$ cat src/rtl/mem_arbiter.sv
// Two-requester arbiter for the core's single memory port: IFU vs LSU, one transaction in flight,
// LSU-first priority with a bounded LSU streak so fetch always makes progress.
module mem_arbiter #(
  parameter int MAX_LSU_STREAK = 4
) (
  input  logic        clk,
  input  logic        rst,
  input  logic        ifu_req_valid,
  output logic        ifu_req_ready,
  input  logic [31:0] ifu_addr,
  output logic        ifu_resp_valid,
  output logic [31:0] ifu_rdata,
  input  logic        lsu_req_valid,
  output logic        lsu_req_ready,
  input  logic [31:0] lsu_addr,
  input  logic        lsu_wen,
  input  logic [31:0] lsu_wdata,
  input  logic [3:0]  lsu_wmask,
  output logic        lsu_resp_valid,
  output logic [31:0] lsu_rdata,
  output logic        mem_req_valid,
  input  logic        mem_req_ready,
  output logic [31:0] mem_addr,
  output logic        mem_wen,
  output logic [31:0] mem_wdata,
  output logic [3:0]  mem_wmask,
  input  logic        mem_resp_valid,
  input  logic [31:0] mem_rdata,
  output logic        grant_owner
);

  localparam int SW = (MAX_LSU_STREAK < 1) ? 1 : $clog2(MAX_LSU_STREAK + 1);
  localparam logic [SW-1:0] STREAK_MAX = SW'(MAX_LSU_STREAK);

  typedef enum logic [1:0] {IDLE, REQ, RESP} state_t;

  state_t        state_q, state_d;
  logic [SW-1:0] streak_q, streak_d;
  logic          owner_q, owner_d;
  logic [31:0]   addr_q, addr_d;
  logic          wen_q, wen_d;
  logic [31:0]   wdata_q, wdata_d;
  logic [3:0]    wmask_q, wmask_d;
  logic          lsu_win;
  logic          any_req;

  always_ff @(posedge clk or posedge rst) begin
    if (rst) begin
      state_q  <= IDLE;
      streak_q <= '0;
      owner_q  <= 1'b0;
      addr_q   <= '0;
      wen_q    <= 1'b0;
      wdata_q  <= '0;
      wmask_q  <= '0;
    end else begin
      state_q  <= state_d;
      streak_q <= streak_d;
      owner_q  <= owner_d;
      addr_q   <= addr_d;
      wen_q    <= wen_d;
      wdata_q  <= wdata_d;
      wmask_q  <= wmask_d;
    end
  end

  // A tie goes to LSU until the streak limit is reached; a limit of 0 hands every tie to IFU.
  always_comb begin
    lsu_win        = lsu_req_valid && (!ifu_req_valid || (streak_q < STREAK_MAX));
    any_req        = (ifu_req_valid || lsu_req_valid) && !rst;
    state_d        = state_q;
    streak_d       = streak_q;
    owner_d        = owner_q;
    addr_d         = addr_q;
    wen_d          = wen_q;
    wdata_d        = wdata_q;
    wmask_d        = wmask_q;
    ifu_req_ready  = 1'b0;
    lsu_req_ready  = 1'b0;
    mem_req_valid  = 1'b0;
    ifu_resp_valid = 1'b0;
    lsu_resp_valid = 1'b0;
    ifu_rdata      = '0;
    lsu_rdata      = '0;
    case (state_q)
      IDLE: begin
        if (any_req) begin
          state_d = REQ;
          owner_d = lsu_win;
          if (lsu_win) begin
            lsu_req_ready = 1'b1;
            addr_d        = lsu_addr;
            wen_d         = lsu_wen;
            wdata_d       = lsu_wdata;
            wmask_d       = lsu_wmask;
            if (ifu_req_valid && (streak_q < STREAK_MAX)) streak_d = streak_q + 1'b1;
          end else begin
            ifu_req_ready = 1'b1;
            addr_d        = ifu_addr;
            wen_d         = 1'b0;
            wdata_d       = '0;
            wmask_d       = 4'hF;
            streak_d      = '0;
          end
        end
      end
      REQ: begin
        mem_req_valid = 1'b1;
        if (mem_req_ready) state_d = RESP;
      end
      RESP: begin
        ifu_resp_valid = mem_resp_valid && !owner_q;
        lsu_resp_valid = mem_resp_valid && owner_q;
        ifu_rdata      = mem_rdata;
        lsu_rdata      = mem_rdata;
        if (mem_resp_valid) state_d = IDLE;
      end
      default: state_d = IDLE;
    endcase
  end

  assign mem_addr    = addr_q;
  assign mem_wen     = wen_q;
  assign mem_wdata   = wdata_q;
  assign mem_wmask   = wmask_q;
  assign grant_owner = owner_q;

endmodule

$ cat config.mk
export PLATFORM = sky130hd
export DESIGN_NAME = mem_arbiter
export DESIGN_NICKNAME = d
export VERILOG_FILES = /design/src/rtl/mem_arbiter.sv
export SDC_FILE = /design/constraint.sdc
export NUM_CORES = 1
export LEC_CHECK = 0
export ABC_CLOCK_PERIOD_IN_PS = 2500
export CORE_MARGIN = 8
export CORE_UTILIZATION = 30
export CTS_CLUSTER_SIZE = 12
export DETAILED_ROUTE_END_ITERATION = 7
export GPL_TIMING_DRIVEN = 0
export PLACE_DENSITY = 0.85
export SLEW_MARGIN = 40
export SYNTH_ARGS = -nofsm -noshare
export SYNTH_HDL_FRONTEND = slang
export SYNTH_SLANG_ARGS = --single-unit
$ cat constraint.sdc
create_clock -name clk -period 2.5 [get_ports clk]
set_clock_uncertainty 0.05 [all_clocks]
set_input_delay 0.5 -clock clk [delete_from_list [all_inputs] [get_ports clk]]
set_output_delay 0.5 -clock clk [all_outputs]
set_load 0.005 [all_outputs]
Yosys cells after proc, flatten, opt, wreduce, memory -nomap -nowiden
Index checks and enable logic that the tools add are counted. W data, S select, Z words.

Logic and storage cells: 49. Bits of input ports: 139. Register bits after elaboration: 75.

Magnitude comparators: 1. Add/subtract/negate cells: 1. Eq/ne operators: 6. Multiplexer cells: 20. Reduce and logical (&&, ||, !) cells: 14.

Operators with widths (count): $mux W32 (3); $mux W1 (10); $mux W2 (3); $mux W3 (2); $ne A2 B2 Y1 const B (3); $pmux W2 S3 (1); $reduce_and A3 Y1 (2); $logic_and A1 B1 Y1 (5); $mux W4 (1); $add A3 B1 Y3 const B (1); $logic_not A1 Y1 (3); $lt A3 B3 Y1 const B (1); $eq A2 B1 Y1 const B (1); $eq A2 B2 Y1 const B (1); $logic_not A2 Y1 (1); $logic_or A1 B1 Y1 (2); $ne A2 B1 Y1 const B (1); $reduce_and A2 Y1 (1).

Depth between registers and ports, before layout
Gate-level depths: netlist of the first run.

Depth after elaboration: 6. Depth in mapped cells: 7. Gate-level depth less buffers: 4.

Worst setup path after synthesis of the first run
Ideal clock, no wire load.

Path kind: input to output. From: input ifu_req_valid. To: output lsu_req_ready. Stages: 6. Path buffers: 3. Path slack: 0.393 ns. Arrival: 1.557 ns. Required time: 1.950 ns. Cell sequence: buf_6 > a21bo_2 > or4_1 > buf_4 > clkinv_8 > buf_8.

Word-level cells in the longest chain between the ends: 6.

RTL lines: start: declaration (line 8) `input logic ifu_req_valid,`; $logic_not A1 Y1 (line 69) `lsu_win = lsu_req_valid && (!ifu_req_valid || (streak_q < STREAK_MAX));`; $logic_or A1 B1 Y1 (line 69); $logic_and A1 B1 Y1 (line 69); $mux W1 (line 90) `if (lsu_win) begin`; $mux W1 (*) (line 87) `if (any_req) begin`; $mux W1 (*) (line 85) `case (state_q)`; end: declaration (line 14) `output logic lsu_req_ready,`.

Every way passes the cells marked *; elsewhere a longest branch is shown, timed or not.

Final worst setup path of the first run
From: register state_q[0]. To: output lsu_rdata[26].

Word-level cells in the longest chain between the ends: 2.

RTL lines: start: declaration (line 37) `state_t state_q, state_d;`; start signal: assignment (line 57) `state_q <= state_d;`; $eq A2 B2 Y1 (line 85); $mux W32 (line 85); end: declaration (line 20) `output logic [31:0] lsu_rdata,`.

No other way between the ends.

==> results of run 1 <==
==> worst paths after layout <==
check	cells past startpoint	slack, ns	start	end
worst min register to register	1	0.44	streak_q[0]	streak_q[0]
worst min-delay path	2	0.31	rst	streak_q[0]
worst max-delay path	6	0.06	state_q[0]	lsu_rdata[26]
min in group clk	3	0.41	ifu_req_valid	streak_q[0]
worst max register to register	5	0.37	state_q[0]	mem_addr[0]
max in group asynchronous	3	1.56	rst	mem_addr[17]
==> stage by stage <==
stage                     setup TNS (ns)  total power, mW  worst slack (ns)
after floorplan                        0             3.33            0.0400
after global placement            -91.66             5.36             -1.18
after detailed placement           -4.74             5.47            -0.792
after CTS                       -0.00734             7.01          -0.00734
after global routing             -0.0365             7.40           -0.0208
final                                  0             7.04            0.0616
==> metal layers <==
metal / global-route usage / part of all wire / routed length [um] / vias up
li1: - / - / - / 1699
met1: 0.181 / 0.37 / 5610 / 1812
met2: 0.354 / 0.53 / 8090 / 194
met3: 0.0586 / 0.077 / 1180 / 21
met4: 0.0795 / 0.021 / 323 / 0
met5: 0 / 0 / 0 / -
==> synthesized netlist by cell type, types with 2 or more instances <==
| cell | instances | area share |
|---|---|---|
| a21boi_1 | 2 | 0.0042 |
| a22o_1 | 33 | 0.081 |
| a2bb2oi_1 | 32 | 0.079 |
| a41o_1 | 2 | 0.0056 |
| and2_1 | 32 | 0.056 |
| buf_1 | 5 | 0.0053 |
| buf_2 | 2 | 0.0028 |
| buf_4 | 33 | 0.070 |
| buf_8 | 3 | 0.013 |
| clkbuf_1 | 17 | 0.018 |
| dfrtp_1 | 75 | 0.53 |
| inv_1 | 3 | 0.0032 |
| nand2_1 | 2 | 0.0021 |
| nor2_1 | 2 | 0.0021 |
| nor2b_1 | 2 | 0.0035 |
| o21ai_1 | 4 | 0.0056 |
| o22a_1 | 4 | 0.0098 |
| o32ai_1 | 32 | 0.079 |
==> repair_timing <==
item                       in CTS  in global routing
gates resized for setup        29                 36
cloned                          0                  1
setup endpoints to repair      68                 31
buffers inserted                6                  2
==> where the power goes <==
| group | switching [mW] | internal (mW) | total [mW] |
|---|---|---|---|
| logic | 1.15 | 2.30 | 3.45 |
| registers | 0.370 | 1.81 | 2.18 |
| clock network | 0.486 | 0.922 | 1.41 |
==> worst reg2reg max path, delay by kind of cell, from the launching register on <==
family	cells	cell delay (ns)
AO/OA/AOI/OAI	1	0.14
AND/OR/NAND/NOR	1	0.31
buffers and inverters	3	1.05
flip-flops	1	0.43
==> flip-flops by register name (all words and copies together) (netlist names) <==
name / cells
mem_addr: 32
mem_wdata: 32
mem_wmask: 4
streak_q: 3
state_q: 2
grant_owner: 1
mem_wen: 1
==> layout make-up <==
cell class,instances,area (um2)
Fill cell,919,4430
Timing Repair Buffer,286,2890
Sequential cell,75,1880
Multi-Input combinational cell,158,1320
Buffer,61,448
Clock buffer,11,253
Tap cell,143,179
Clock inverter,4,73.8
Inverter,5,36.3
==> kinds of logic after synthesis <==
logic type | share of synthesized area
compound gates | 0.273
flops | 0.527
buf+inv | 0.120
simple gates | 0.0760
fa+ha+maj | 0.00352
==> flow_summary_export.csv, run 1 <==
group,metric,value,unit
timing,maxSlewHeadroom,0.617,
critical_path,crit_path_end_kind,"primary output",
layout,mostFrequentLayoutCells,"clkdlybuf4s50_1, dfrtp_1, buf_4",
clocking,cts_tree,"built",
critical_path,crit_type,"reg -> out",
routing,wl_per_cell,20.5,um
clocking,numCtsBuffers,9,
die,dieArea,15600,um2
synthesis,postSynthNetCount,439,
critical_path,arrival,1.89,ns
pwr,power_density,994,nW/um2
timing,fin_crit,2.44,ns
synthesis,synth.avg_cell_area,11.9,um2
critical_path,path_buf_inv,4,
global_route,grt-ovfl-total,0,
clocking,clockBufferDepth,2,
routing,dr.first_iter.drc_count,119,
layout,diodes,0,
timing,max_freq,410,MHz
flow_run,drv_cap,0,
clocking,ctsRootBufferMaster,"clkbuf_16",
synthesis,yosysSeqAreaShare,0.527,
timing,hold_ws,0.311,ns
critical_path,start_kind,"flip-flop",
global_route,grt_max_degree,45,
pwr,ir_drop,0.000539,V
clocking,cts_hold_buf,0,
place,dp.cells,719,
timing,finalCritPeriodShare,0.975,
layout,finalNonFillerCells,743,
clocking,path_clk_slew,0.06,ns
die,dieWidth,125,um
hold_path,hp-class,"in -> async",
die,initial_core_util,0.309,
place,gp_congestion,0.807,
critical_path,critPathRequiredTime,1.95,ns
timing,worst_pin_slew,0.570,ns
layout,fin_util,0.615,
timing,hold_viol,0,
routing,detail-route-antenna-nets,0,
timing,report.final.slew_viol_count,0,
pwr,leakagePower,3.11,nW
synthesis,async_flop_share,1.00,
layout,layout.nets,736,
routing,drc,0,
routing,vias_per_cell,5.01,
die,core_area,11500,um2
synthesis,synth_area,3560,um2
routing,drt_wl_total,15200,um
layout,drive_gt1_frac,0.168,
place,hpwlAfterDp,12200,um
global_route,grt_pass1_vias,4122,
synthesis,synth_warnings,0,
layout,layout_commonest_cell,"clkdlybuf4s50_1",
critical_path,cpPeakStageDelay,0.49,ns
routing,via_count,3726,
synthesis,synth-seq-cells,75,
synthesis,synth_cell_type_count,32,
die,io_pins,278,
critical_path,worstPathCellList,"nor2b_4 -> buf_12 -> buf_8 -> and2_4 -> buf_4 -> clkdlybuf4s50_1",
place,portBuffers,276,
status,status,"complete, no violations",
clocking,cts_sinks,75,
clocking,clock_latency,0.33,ns
critical_path,cp_top_family,"buffers and inverters",
die,die_y,125,um
layout,synthToLayoutAreaGrowth,99.1,%
synthesis,synth_edf_count,0,
synthesis,synth-main-ff-cell,"dfrtp_1",
layout,final_area,7080,um2
timing,setup_violations,0,
die,rows,39,
global_route,antenna_found_initial,0,
critical_path,path_max_fanout,10,
critical_path,critPathSlowestCell,"clkdlybuf4s50_1",
routing,firstDrtPassIters,4,
clocking,cts_max_level,3,
global_route,grt_pass1_wl,23100,um
synthesis,postSynthCellCount,299,
global_route,grtUsageTotal,0.186,
place,placed_area,6530,um2
Power figures use the tool's default switching activity.
==> run 2, diff against run 1 <==
--- a/config.mk
+++ b/config.mk
@@ -5,13 +5,14 @@
 export SDC_FILE = /design/constraint.sdc
 export NUM_CORES = 1
 export LEC_CHECK = 0
-export ABC_CLOCK_PERIOD_IN_PS = 2500
+export ABC_CLOCK_PERIOD_IN_PS = 2700
 export CORE_MARGIN = 8
-export CORE_UTILIZATION = 30
+export CORE_UTILIZATION = 34
 export CTS_CLUSTER_SIZE = 12
 export DETAILED_ROUTE_END_ITERATION = 7
+export GPL_ROUTABILITY_DRIVEN = 0
 export GPL_TIMING_DRIVEN = 0
-export PLACE_DENSITY = 0.85
+export PLACE_DENSITY = 0.9
 export SLEW_MARGIN = 40
 export SYNTH_ARGS = -nofsm -noshare
 export SYNTH_HDL_FRONTEND = slang
==> constraint.sdc (replaced) <==
create_clock -name clk -period 2.7 [get_ports clk]
set_clock_uncertainty 0.05 [all_clocks]
set_input_delay 0.54 -clock clk [delete_from_list [all_inputs] [get_ports clk]]
set_output_delay 0.54 -clock clk [all_outputs]
set_load 0.005 [all_outputs]
==> run 2 against run 1 <==
Compared with the run above: global-route usage grew 2.2 points; setup slack gained 0.0016 ns; power shrank 15%; non-clock buffer count shrank 7; sequential share of layout area grew 1.1 points; die area shrank 10%; largest power group unchanged; highest routed layer unchanged.
==> flow_summary_export.csv, run 2 (same netlist as run 1, synthesis figures left out) <==
group,metric,value,unit
timing,setup_violations,0,
timing,report.final.slew_viol_count,0,
routing,wl_per_cell,20.3,um
pwr,intPower,4.21,mW
pwr,comb_power_share,0.508,
pwr,power_frac_clock,0.157,
routing,dr.first_iter.drc_count,140,
global_route,met3_usage,0.0562,
critical_path,path_buf_inv,3,
status,status,"complete, no violations",
routing,vias_per_cell,5.05,
timing,rsz0062_at_grt,"true",
die,core_area,10200,um2
timing,maxSlewHeadroom,0.618,
clocking,cts_sinks,75,
global_route,busiest_layer,"met2",
layout,layout_commonest_cell,"clkdlybuf4s50_1",
clocking,numCtsBuffers,9,
routing,drc,0,
die,initial_core_util,0.348,
critical_path,critPathSlowestCell,"clkdlybuf4s50_1",
global_route,grt-ovfl-total,0,
global_route,grt_pass1_wl,23000,um
global_route,met1_usage,0.210,
die,dieArea,14000,um2
critical_path,arrival,2.05,ns
critical_path,worstPathCellList,"clkdlybuf4s15_2 -> nor2b_1 -> clkbuf_2 -> nor3b_2 -> clkdlybuf4s50_1",
clocking,ctsRootBufferMaster,"clkbuf_8",
timing,hold_ws,0.328,ns
place,portBuffers,276,
layout,fin_util,0.664,
clocking,cts_tree,"built",
layout,mostFrequentLayoutCells,"clkdlybuf4s50_1, dfrtp_1, buf_4",
global_route,antenna_found_initial,2,
global_route,grt_max_degree,43,
die,io_pins,278,
critical_path,cpPeakStageDelay,0.58,ns
routing,drt_wl_total,14900,um
critical_path,path_max_fanout,18,
layout,seq_area,1880,um2
pwr,power_density,885,nW/um2
routing,firstDrtPassIters,6,
clocking,clock_latency,0.35,ns
timing,max_freq,379,MHz
critical_path,crit_path_end_kind,"primary output",
die,die_y,118,um
pwr,p_sw,1.80,mW
timing,worst_pin_slew,0.568,ns
global_route,grtUsageTotal,0.208,
pwr,p_total,6.01,mW
routing,detail-route-antenna-nets,0,
critical_path,critPathRequiredTime,2.11,ns
critical_path,crit_type,"in -> out",
timing,finalCritPeriodShare,0.977,
hold_path,hp-class,"in -> async",
pwr,leakagePower,2.79,nW
die,dieWidth,118,um
critical_path,start_kind,"input pin",
routing,via_count,3698,
critical_path,r2r_slack,0.66,ns
layout,multi_input_area,1270,um2
clocking,cts_hold_buf,0,
layout,drive_gt1_frac,0.120,
clocking,path_clk_slew,0.08,ns
critical_path,cp_top_family,"buffers and inverters",
layout,layout.nets,729,
place,hpwlAfterDp,12300,um
clocking,clockBufferDepth,2,
flow_run,drv_cap,0,
timing,fin_crit,2.64,ns
pwr,seqPwrFrac,0.336,
pwr,switching_share,0.299,
clocking,cts_max_level,3,
global_route,grt_pass1_vias,4033,
timing,hold_viol,0,
pwr,ir_drop,0.000608,V
die,rows,37,
layout,synthToLayoutAreaGrowth,90.8,%
layout,fillers,774,
global_route,grtUsageMet2,0.382,
==> run 2: layer usage <==
layer,up-vias,part of all wire
met5,-,0
met4,0,0.032
met3,32,0.072
met2,191,0.54
met1,1785,0.36
li1,1690,-
==> run 2: path summary, 6_finish.rpt <==
path,startpoint,endpoint,depth (start not counted)
min reg2reg,streak_q[0],streak_q[0],1
min,rst,streak_q[0],2
max,lsu_req_valid,ifu_req_ready,5
min in group clk,ifu_req_valid,streak_q[0],3
max reg2reg,state_q[1],mem_addr[0],5
max in group asynchronous,rst,mem_addr[16],3
==> run 2: cell type report <==
| type | count | share of cell area |
|---|---|---|
| Clock buffer | 10 | 0.0188 |
| Inverter | 5 | 0.00534 |
| Multi-Input combinational cell | 158 | 0.187 |
| Tap cell | 136 | 0.0251 |
| Antenna cell | 3 | 0.00111 |
| Buffer | 60 | 0.0595 |
| Timing Repair Buffer | 280 | 0.413 |
| Sequential cell | 75 | 0.277 |
| Clock inverter | 6 | 0.0133 |
==> run 2: per-stage QoR <==
stage	setup WS, ns	cells	cell area [um2]	setup TNS [ns]
finish	0.0633	733	6790	0
global route	-0.00567	732	6790	-0.00986
CTS	0.00569	729	6770	0
detailed placement	-0.587	712	6520	-1.17
global placement	-1.00	711	6490	-76.09
floorplan	0.200	299	3560	0
==> run 2: timing repair <==
action | in CTS | in global routing
pin swaps | 0 | 0
gates resized for setup | 16 | 5
buffers inserted | 1 | 2
setup endpoints to repair | 61 | 30
==> run 2: power groups by stage <==
stage	combinational [mW]	sequential, mW	clock, mW
floorplan	1.06	2.02	0
global placement	2.97	1.99	0
detailed placement	3.06	2.01	0
CTS	3.08	2.02	0.962
global route	3.26	2.08	1.00
finish	3.05	2.02	0.940
==> run 3, diff against run 2 <==
--- a/config.mk
+++ b/config.mk
@@ -7,12 +7,11 @@
 export LEC_CHECK = 0
 export ABC_CLOCK_PERIOD_IN_PS = 2700
 export CORE_MARGIN = 8
-export CORE_UTILIZATION = 34
-export CTS_CLUSTER_SIZE = 12
+export CORE_UTILIZATION = 30
 export DETAILED_ROUTE_END_ITERATION = 7
 export GPL_ROUTABILITY_DRIVEN = 0
 export GPL_TIMING_DRIVEN = 0
-export PLACE_DENSITY = 0.9
+export PLACE_DENSITY = 0.82
 export SLEW_MARGIN = 40
 export SYNTH_ARGS = -nofsm -noshare
 export SYNTH_HDL_FRONTEND = slang
==> run 3 against run 2 <==
Compared with the run above: die area rose by 11%; utilization is 6.4 points lower; first-iteration DRC count fell by 21%; critical path depth unchanged; non-clock buffer count rose by 4; final cell count up 1.1%; largest power group unchanged; worst hold slack better by 0.020 ns; sequential power barely moved; sequential share of layout area fell by 0.44 points; register-to-register slack got worse by 0.03 ns.
==> flow_summary_export.csv, run 3 (same netlist as run 1, synthesis figures left out) <==
group,metric,value,unit
critical_path,crit_path_end_kind,"primary output",
clocking,cts_tree,"built",
timing,max_freq,384,MHz
global_route,grtUsageTotal,0.183,
global_route,grt_pass1_wl,22800,um
routing,drt_wl_total,14800,um
pwr,ir_drop,0.000481,V
pwr,power_density,907,nW/um2
die,die_y,125,um
layout,drive_gt1_frac,0.125,
timing,report.final.slew_viol_count,0,
layout,diodes,0,
critical_path,crit_type,"reg -> out",
layout,mostFrequentLayoutCells,"clkdlybuf4s50_1, dfrtp_1, buf_4",
die,dieWidth,125,um
die,dieArea,15600,um2
critical_path,start_kind,"flip-flop",
timing,rsz0062_at_grt,"false",
timing,worst_pin_slew,0.583,ns
timing,hold_ws,0.348,ns
timing,setup_violations,0,
routing,detail-route-antenna-nets,0,
critical_path,path_max_fanout,10,
layout,synthToLayoutAreaGrowth,93.9,%
routing,firstDrtPassIters,5,
global_route,grt-ovfl-total,0,
timing,fin_crit,2.60,ns
critical_path,r2r_slack,0.63,ns
clocking,cts_max_level,3,
layout,fillers,949,
flow_run,drv_cap,0,
die,core_area,11500,um2
place,portBuffers,276,
die,rows,39,
timing,maxSlewHeadroom,0.609,
layout,layout_commonest_cell,"clkdlybuf4s50_1",
status,status,"complete, no violations",
global_route,grt_max_degree,46,
routing,drc,0,
routing,vias_per_cell,4.90,
clocking,clockBufferDepth,2,
die,io_pins,278,
critical_path,arrival,2.01,ns
global_route,grt_pass1_vias,4024,
global_route,antenna_found_initial,0,
routing,wl_per_cell,19.9,um
layout,layout.nets,733,
clocking,cts_sinks,75,
clocking,ctsRootBufferMaster,"clkbuf_16",
layout,fin_util,0.599,
die,initial_core_util,0.309,
clocking,path_clk_slew,0.06,ns
hold_path,hp-class,"in -> async",
clocking,numCtsBuffers,9,
routing,dr.first_iter.drc_count,110,
critical_path,critPathRequiredTime,2.11,ns
routing,via_count,3631,
place,hpwlAfterDp,12200,um
timing,hold_viol,0,
clocking,clock_latency,0.32,ns
pwr,leakagePower,2.85,nW
timing,finalCritPeriodShare,0.963,
==> run 3: changes by cell type in the layout (fill, tap and decap cells not counted), moves of 2 or more <==
cell / delta
diode_2: -3
clkbuf_8: -8
clkbuf_16: +9
buf_4: +3
clkbuf_2: +2
==> run 3: critical path: stages (launching register included) <==
cell             delay (ns)
dfrtp_2                0.45
nor2b_4                0.19
buf_2                  0.20
and2_1                 0.20
buf_4                  0.12
clkdlybuf4s50_1        0.53
==> run 3: report_power, final <==
part	internal [mW]	switching (mW)	total (mW)
clock	0.718	0.466	1.18
sequential	1.67	0.340	2.01
combinational	2.03	1.03	3.06
total	4.42	1.83	6.26
==> run 3: through the flow <==
stage	power (mW)	cell area [um2]	cells	TNS, ns	setup WS, ns
6_report	6.26	6900	741	0	0.0988
5_1_grt	6.59	6900	741	0	0.0114
3_3_place_gp	4.97	6500	718	-78.36	-1.03
2_1_floorplan	3.08	3560	299	0	0.200
4_1_cts	6.31	6880	739	0	0.000568
3_5_place_dp	5.06	6530	719	-1.23	-0.649
==> run 3: metal layers <==
layer	track usage	vias to the layer above	wire length, um
met5	0	-	0
met4	0.0623	0	342
met3	0.0565	22	1080
met2	0.338	187	7750
met1	0.193	1724	5590
li1	-	1698	-
==> run 3: final cells by class <==
class / instances / area (um2) / share of cell area
inverters: 5 / 36.3 / 0.00526
flip-flops and latches: 75 / 1880 / 0.272
repair buffers: 283 / 2830 / 0.409
well taps: 143 / 179 / 0.0259
clock buffers: 10 / 229 / 0.0332
multi-input cells: 158 / 1270 / 0.184
plain buffers: 61 / 415 / 0.0602
clock inverters: 6 / 65.1 / 0.00943
==> run 3: path summary, 6_finish.rpt <==
check | startpoint | to | depth (start not counted)
max | state_q[0] | lsu_rdata[3] | 5
min | rst | streak_q[1] | 2
min in group clk | ifu_req_valid | streak_q[0] | 3
min reg2reg | streak_q[0] | streak_q[0] | 1
max in group asynchronous | rst | mem_addr[18] | 3
max reg2reg | state_q[1] | mem_addr[26] | 5
==> run 3: what timing repair did <==
item / CTS / global route
setup endpoints to repair: 61 / 27
hold buffers: 0 / 0
endpoints found under the hold margin: 0 / 0
resized for setup: 17 / 4
buffers inserted: 4 / 2
